**config.mk**
```make
export PLATFORM = sky130hd
export DESIGN_NAME = ifetch_stage
export DESIGN_NICKNAME = d
export VERILOG_FILES = /design/src/rtl/ifetch_stage.sv
export SDC_FILE = /design/constraint.sdc
export NUM_CORES = 1
export LEC_CHECK = 0
export ABC_AREA = 1
export CAP_MARGIN = 40
export CORE_MARGIN = 2
export CORE_UTILIZATION = 50
export DETAILED_ROUTE_END_ITERATION = 12
export PLACE_DENSITY = 0.84
export SLEW_MARGIN = 20
export SYNTH_ARGS = -nofsm -noshare
export SYNTH_HDL_FRONTEND = slang
export SYNTH_SLANG_ARGS = --single-unit
```
**constraint.sdc**
```tcl
create_clock -name clk -period 7.3 [get_ports clk]
set_clock_uncertainty 0.15 [all_clocks]
set_input_delay 1.095 -clock clk [delete_from_list [all_inputs] [get_ports clk]]
set_output_delay 1.095 -clock clk [all_outputs]
set_load 0.05 [all_outputs]
```
**src/rtl/ifetch_stage.sv**
```systemverilog
// ifetch_stage: instruction-fetch stage between the PC block and decode.
//
// Takes one PC at a time over pc_valid/pc_ready. It reads the instruction
// word through a req/gnt/rvalid memory port whose latency varies. The word,
// its PC and PC+4 go to decode through an IF/ID register that can stall and
// flush.
//
// Ports
//   clk, rst                      clock, asynchronous active-high reset
//   pc_in/pc_valid/pc_ready       PC handshake from the PC block
//   imem_req/imem_addr/imem_gnt   memory request channel
//   imem_rvalid/imem_rdata        memory response channel
//   id_valid/id_ready             IF/ID handshake; id_ready=0 stalls
//   id_instr/id_pc/id_pc4         IF/ID register contents
//   id_misalign                   id_pc not word aligned (id_instr is a NOP)
//   instr_imm16                   id_instr[15:0], branch-offset source
//   flush                         kill the in-flight or held fetch
//   fetch_cnt/stall_cnt           saturating performance counters
//
// state | meaning
// IDLE  | nothing in flight, waiting for a PC
// REQ   | imem_req high for pc_q, waiting for grant
// WAIT  | granted, waiting for read data
// OUT   | IF/ID register valid, waiting for decode
// DROP  | flushed after grant, swallowing the orphan response
module ifetch_stage #(
  parameter int ADDR_W = 32,
  parameter int DATA_W = 32,
  parameter int CNT_W  = 16
) (
  input  logic              clk,
  input  logic              rst,
  input  logic [ADDR_W-1:0] pc_in,
  input  logic              pc_valid,
  output logic              pc_ready,
  output logic              imem_req,
  output logic [ADDR_W-1:0] imem_addr,
  input  logic              imem_gnt,
  input  logic              imem_rvalid,
  input  logic [DATA_W-1:0] imem_rdata,
  output logic              id_valid,
  input  logic              id_ready,
  output logic [DATA_W-1:0] id_instr,
  output logic [ADDR_W-1:0] id_pc,
  output logic [ADDR_W-1:0] id_pc4,
  output logic              id_misalign,
  output logic [15:0]       instr_imm16,
  input  logic              flush,
  output logic [CNT_W-1:0]  fetch_cnt,
  output logic [CNT_W-1:0]  stall_cnt
);

  typedef enum logic [2:0] {IDLE, REQ, WAIT, OUT, DROP} state_t;

  state_t            state_q;
  logic [ADDR_W-1:0] pc_q;
  logic              imem_req_q;
  logic              id_valid_q;
  logic [DATA_W-1:0] id_instr_q;
  logic [ADDR_W-1:0] id_pc_q;
  logic [ADDR_W-1:0] id_pc4_q;
  logic              id_misalign_q;
  logic [CNT_W-1:0]  fetch_cnt_q;
  logic [CNT_W-1:0]  stall_cnt_q;

  logic accept;
  logic pc_in_mis;

  // A flush cycle never takes a new PC, even from IDLE.
  assign pc_ready  = !flush && ((state_q == IDLE) || ((state_q == OUT) && id_ready));
  assign accept    = pc_valid && pc_ready;
  assign pc_in_mis = (pc_in[1:0] != 2'b00);

  always_ff @(posedge clk or posedge rst) begin
    if (rst) begin
      state_q       <= IDLE;
      pc_q          <= '0;
      imem_req_q    <= 1'b0;
      id_valid_q    <= 1'b0;
      id_instr_q    <= '0;
      id_pc_q       <= '0;
      id_pc4_q      <= '0;
      id_misalign_q <= 1'b0;
      fetch_cnt_q   <= '0;
      stall_cnt_q   <= '0;
    end else begin
      if (id_valid_q && !id_ready && (stall_cnt_q != '1))
        stall_cnt_q <= stall_cnt_q + CNT_W'(1);

      unique case (state_q)
        IDLE: ;  // stray responses here belong to a fetch killed by reset
        REQ: begin
          if (flush) begin
            imem_req_q <= 1'b0;
            // a grant in the flush cycle still yields a response to swallow
            state_q    <= imem_gnt ? DROP : IDLE;
          end else if (imem_gnt) begin
            imem_req_q <= 1'b0;
            state_q    <= WAIT;
          end
        end
        WAIT: begin
          if (flush) begin
            state_q <= imem_rvalid ? IDLE : DROP;
          end else if (imem_rvalid) begin
            id_instr_q    <= imem_rdata;
            id_pc_q       <= pc_q;
            id_pc4_q      <= pc_q + ADDR_W'(4);
            id_misalign_q <= 1'b0;
            id_valid_q    <= 1'b1;
            if (fetch_cnt_q != '1)
              fetch_cnt_q <= fetch_cnt_q + CNT_W'(1);
            state_q       <= OUT;
          end
        end
        OUT: begin
          if (flush || id_ready) begin
            id_valid_q <= 1'b0;
            state_q    <= IDLE;
          end
        end
        DROP: begin
          if (imem_rvalid)
            state_q <= IDLE;
        end
        default: state_q <= IDLE;
      endcase

      // A new PC overrides the IDLE/OUT decisions above; accept already
      // excludes flush and every state other than IDLE and OUT.
      if (accept) begin
        pc_q <= pc_in;
        if (pc_in_mis) begin
          id_instr_q    <= '0;
          id_pc_q       <= pc_in;
          id_pc4_q      <= pc_in + ADDR_W'(4);
          id_misalign_q <= 1'b1;
          id_valid_q    <= 1'b1;
          imem_req_q    <= 1'b0;
          state_q       <= OUT;
        end else begin
          id_valid_q    <= 1'b0;
          imem_req_q    <= 1'b1;
          state_q       <= REQ;
        end
      end
    end
  end

  assign imem_req    = imem_req_q;
  assign imem_addr   = pc_q;
  assign id_valid    = id_valid_q;
  assign id_instr    = id_instr_q;
  assign id_pc       = id_pc_q;
  assign id_pc4      = id_pc4_q;
  assign id_misalign = id_misalign_q;
  assign instr_imm16 = id_instr_q[15:0];
  assign fetch_cnt   = fetch_cnt_q;
  assign stall_cnt   = stall_cnt_q;

endmodule

```
==> results.ini <==
[detailed_routing]
viasPerCell=5.41
wl_per_cell_um=17.1
finalWirelength_um=30200
drc_errors=0
dr.pass1.iters=6
vias=9587
drt_iter0_drc=867
ant_nets=0

[grt]
grt_max_degree=94
grt_pass1_wl_um=46900
track_usage_pct=29.6
grt_overflow=0
grt_pass1_vias=9109
antenna_found_initial=0

[timing]
finalSetupTns_ns=0
fin_crit_ns=4.32
setup_viol=0
period_share_pct=59.2
fmax_ghz=0.232
setup_slack_ns=2.98
maxSlewHeadroom_pct=41.1
slew_violations=0
worstMarginPinSlew_ns=0.882
rsz0062_at_grt=no
hold_violations=0

[cts]
clk_pin_slew_ns=0.06
cts_buffer_depth=2
cts-resized-gates=0
cts-root-buf=clkbuf_16
postCtsHoldBufs=0
clock_latency_ns=0.44
htree_levels=4
cts_made_buffers=17
clock_sinks=166
cts_setup_buffers=0
cts_tree=yes

[worst_setup_path]
timing.rr.start=state_q[0]
crit_chain=clkdlybuf4s50_1 -> nor2_4 -> inv_2 -> nor2_4 -> buf_4 -> nand2_1 -> nand2_4 -> nand4_1 -> xnor2_1
worstSetupPathType=in2reg
reg2reg_setup_slack_ns=3.91
crit_fanout=72
critical_path.startpoint=flush
cp_slowest_cell=buf_4
worst_path_largest_cell_delay_ns=0.74
timing.rr.end=fetch_cnt[11]
worst_setup_path_end_kind=register
cpMostUsedCell=nor2_4
cp.required_ns=7.47
critical_path_arrival_ns=4.49
cp-start-kind=primary input
reg2regPathDepth=8

[power]
ir_drop_mv=0.311
p_leak_nw=6.09
p_per_area_nw_per_um2=474

[floorplanning]
io_pins=251
die_w_um=142
start_util_pct=51.0
core-area_um2=18800
die_h_um=142
dieArea_um2=20300
row_count=50

[outcome]
outcome=completed

[final_layout]
diodes=0
drive_gt1_share_pct=5.40
syn_to_final_growth_pct=33.0
utilization_pct=67.8
nets=1602

[logic_synthesis]
ys_types=41
syn_inst=1314
syn-cell-area_um2=9570
ys_seq_area_share_pct=43.4
yosysWarnings=0
synth.avg_cell_area_um2=7.28
ys_ff_latch=166
syn_nets=1389

[placed_design]
hpwl_um=22100
dp_slack_ns=2.64
portBuffers=250
routabilityCongestion=0.982

[min_path]
hold_class=reg2reg
whs_endpoint=id_misalign
whs_path_depth=2
hold_start=id_misalign

[flow_run]
maxCapViolCount=0

## metrics by stage
stage / cells / hold WS, ns / power [W] / cell area, um2
after floorplan: 1314 / 0.388 / 0.00391 / 9570
after global placement: 1738 / 0.314 / 0.00500 / 12000
after detailed placement: 1741 / 0.337 / 0.00506 / 12100
after CTS: 1770 / 0.353 / 0.00604 / 12700
after global routing: 1771 / 0.374 / 0.00632 / 12700
final: 1771 / 0.347 / 0.00604 / 12700
## sequential cells by signal, indices dropped and copies added (netlist names)
| name | cells |
|---|---|
| id_instr | 32 |
| id_pc4 | 32 |
| id_pc | 32 |
| imem_addr | 32 |
| fetch_cnt | 16 |
| stall_cnt | 16 |
| state_q | 3 |
| id_misalign | 1 |
| id_valid | 1 |
| imem_req | 1 |
## how the worst max path moves through the flow
stage	to	cells past startpoint
2_1_floorplan	fetch_cnt[0]	1
3_3_place_gp	fetch_cnt[11]	9
3_5_place_dp	fetch_cnt[11]	9
4_1_cts	fetch_cnt[11]	9
5_1_grt	fetch_cnt[11]	9
6_report	fetch_cnt[11]	9
## layout make-up
| cell class | instances | area [um2] |
|---|---|---|
| clock buffers | 21 | 470 |
| fillers | 1545 | 6040 |
| clock inverters | 8 | 149 |
| well taps | 234 | 293 |
| inverters | 157 | 594 |
| repair buffers | 258 | 2630 |
| flip-flops and latches | 166 | 4150 |
| multi-input cells | 927 | 4440 |
## Yosys cell counts, drive strengths merged
master | instances | area [um2]
a21oi | 19 | 95.1
a31oi | 10 | 62.6
and3 | 3 | 18.8
buf | 56 | 368
clkbuf | 8 | 30.0
dfrtp | 166 | 4150
ha | 4 | 50.1
inv | 157 | 589
mux2i | 1 | 10.0
nand2 | 456 | 1760
nand3 | 74 | 390
nand3b | 8 | 60.1
nand4 | 21 | 144
nor2 | 121 | 509
nor3 | 22 | 120
nor3b | 1 | 7.51
nor4 | 1 | 6.26
o211ai | 18 | 135
o21a | 1 | 7.51
o21ai | 110 | 554
o21bai | 3 | 22.5
o221ai | 1 | 8.76
o22ai | 5 | 31.3
o31ai | 1 | 7.51
or2 | 3 | 18.8
xnor2 | 15 | 146
xor2 | 29 | 262
## where the power goes
| group | switching [W] | internal [W] | total [W] |
|---|---|---|---|
| clock network | 0.000369 | 0.000594 | 0.000963 |
| logic | 0.00231 | 0.00107 | 0.00338 |
| registers | 0.000392 | 0.00130 | 0.00169 |
## per-layer routing
layer | routed length, um | share of wire (%) | GRT usage (%) | up-vias
met3 | 2230 | 7.4 | 5.42 | 75
met4 | 1020 | 3.4 | 11.7 | 0
met5 | 0 | 0 | 0 | -
met1 | 12200 | 40 | 37.5 | 4481
li1 | - | - | - | 4569
met2 | 14800 | 49 | 50.4 | 462
## worst max-delay path: cells and delay by family
kind / cells / cell delay [ns]
XOR/XNOR: 1 / 0.16
buffers and inverters: 3 / 1.46
AND/OR/NAND/NOR: 5 / 1.70
## kinds of logic after synthesis
kind of cell	Yosys count	share of synthesized area, %
AOI/OAI and AO/OA	168	9.66
xor gates and xnor gates	44	4.26
adders and majority gates	4	0.523
buffers and inverters	221	10.3
DFF	166	43.4
muxes	1	0.105
and+or+nand+nor	710	31.7
## cell usage in the layout, fill, tap and decap left out, types with 20 or more instances in the layout
cell type and instances:
dfrtp_1 166, clkdlybuf4s50_1 250, xor2_1 28, nand3_1 70, o21ai_0 62, nand2_1 447
inv_1 148, nor2_1 107, o21ai_1 47, nor3_1 20
Note: power is estimated with default switching activity, not from simulation.
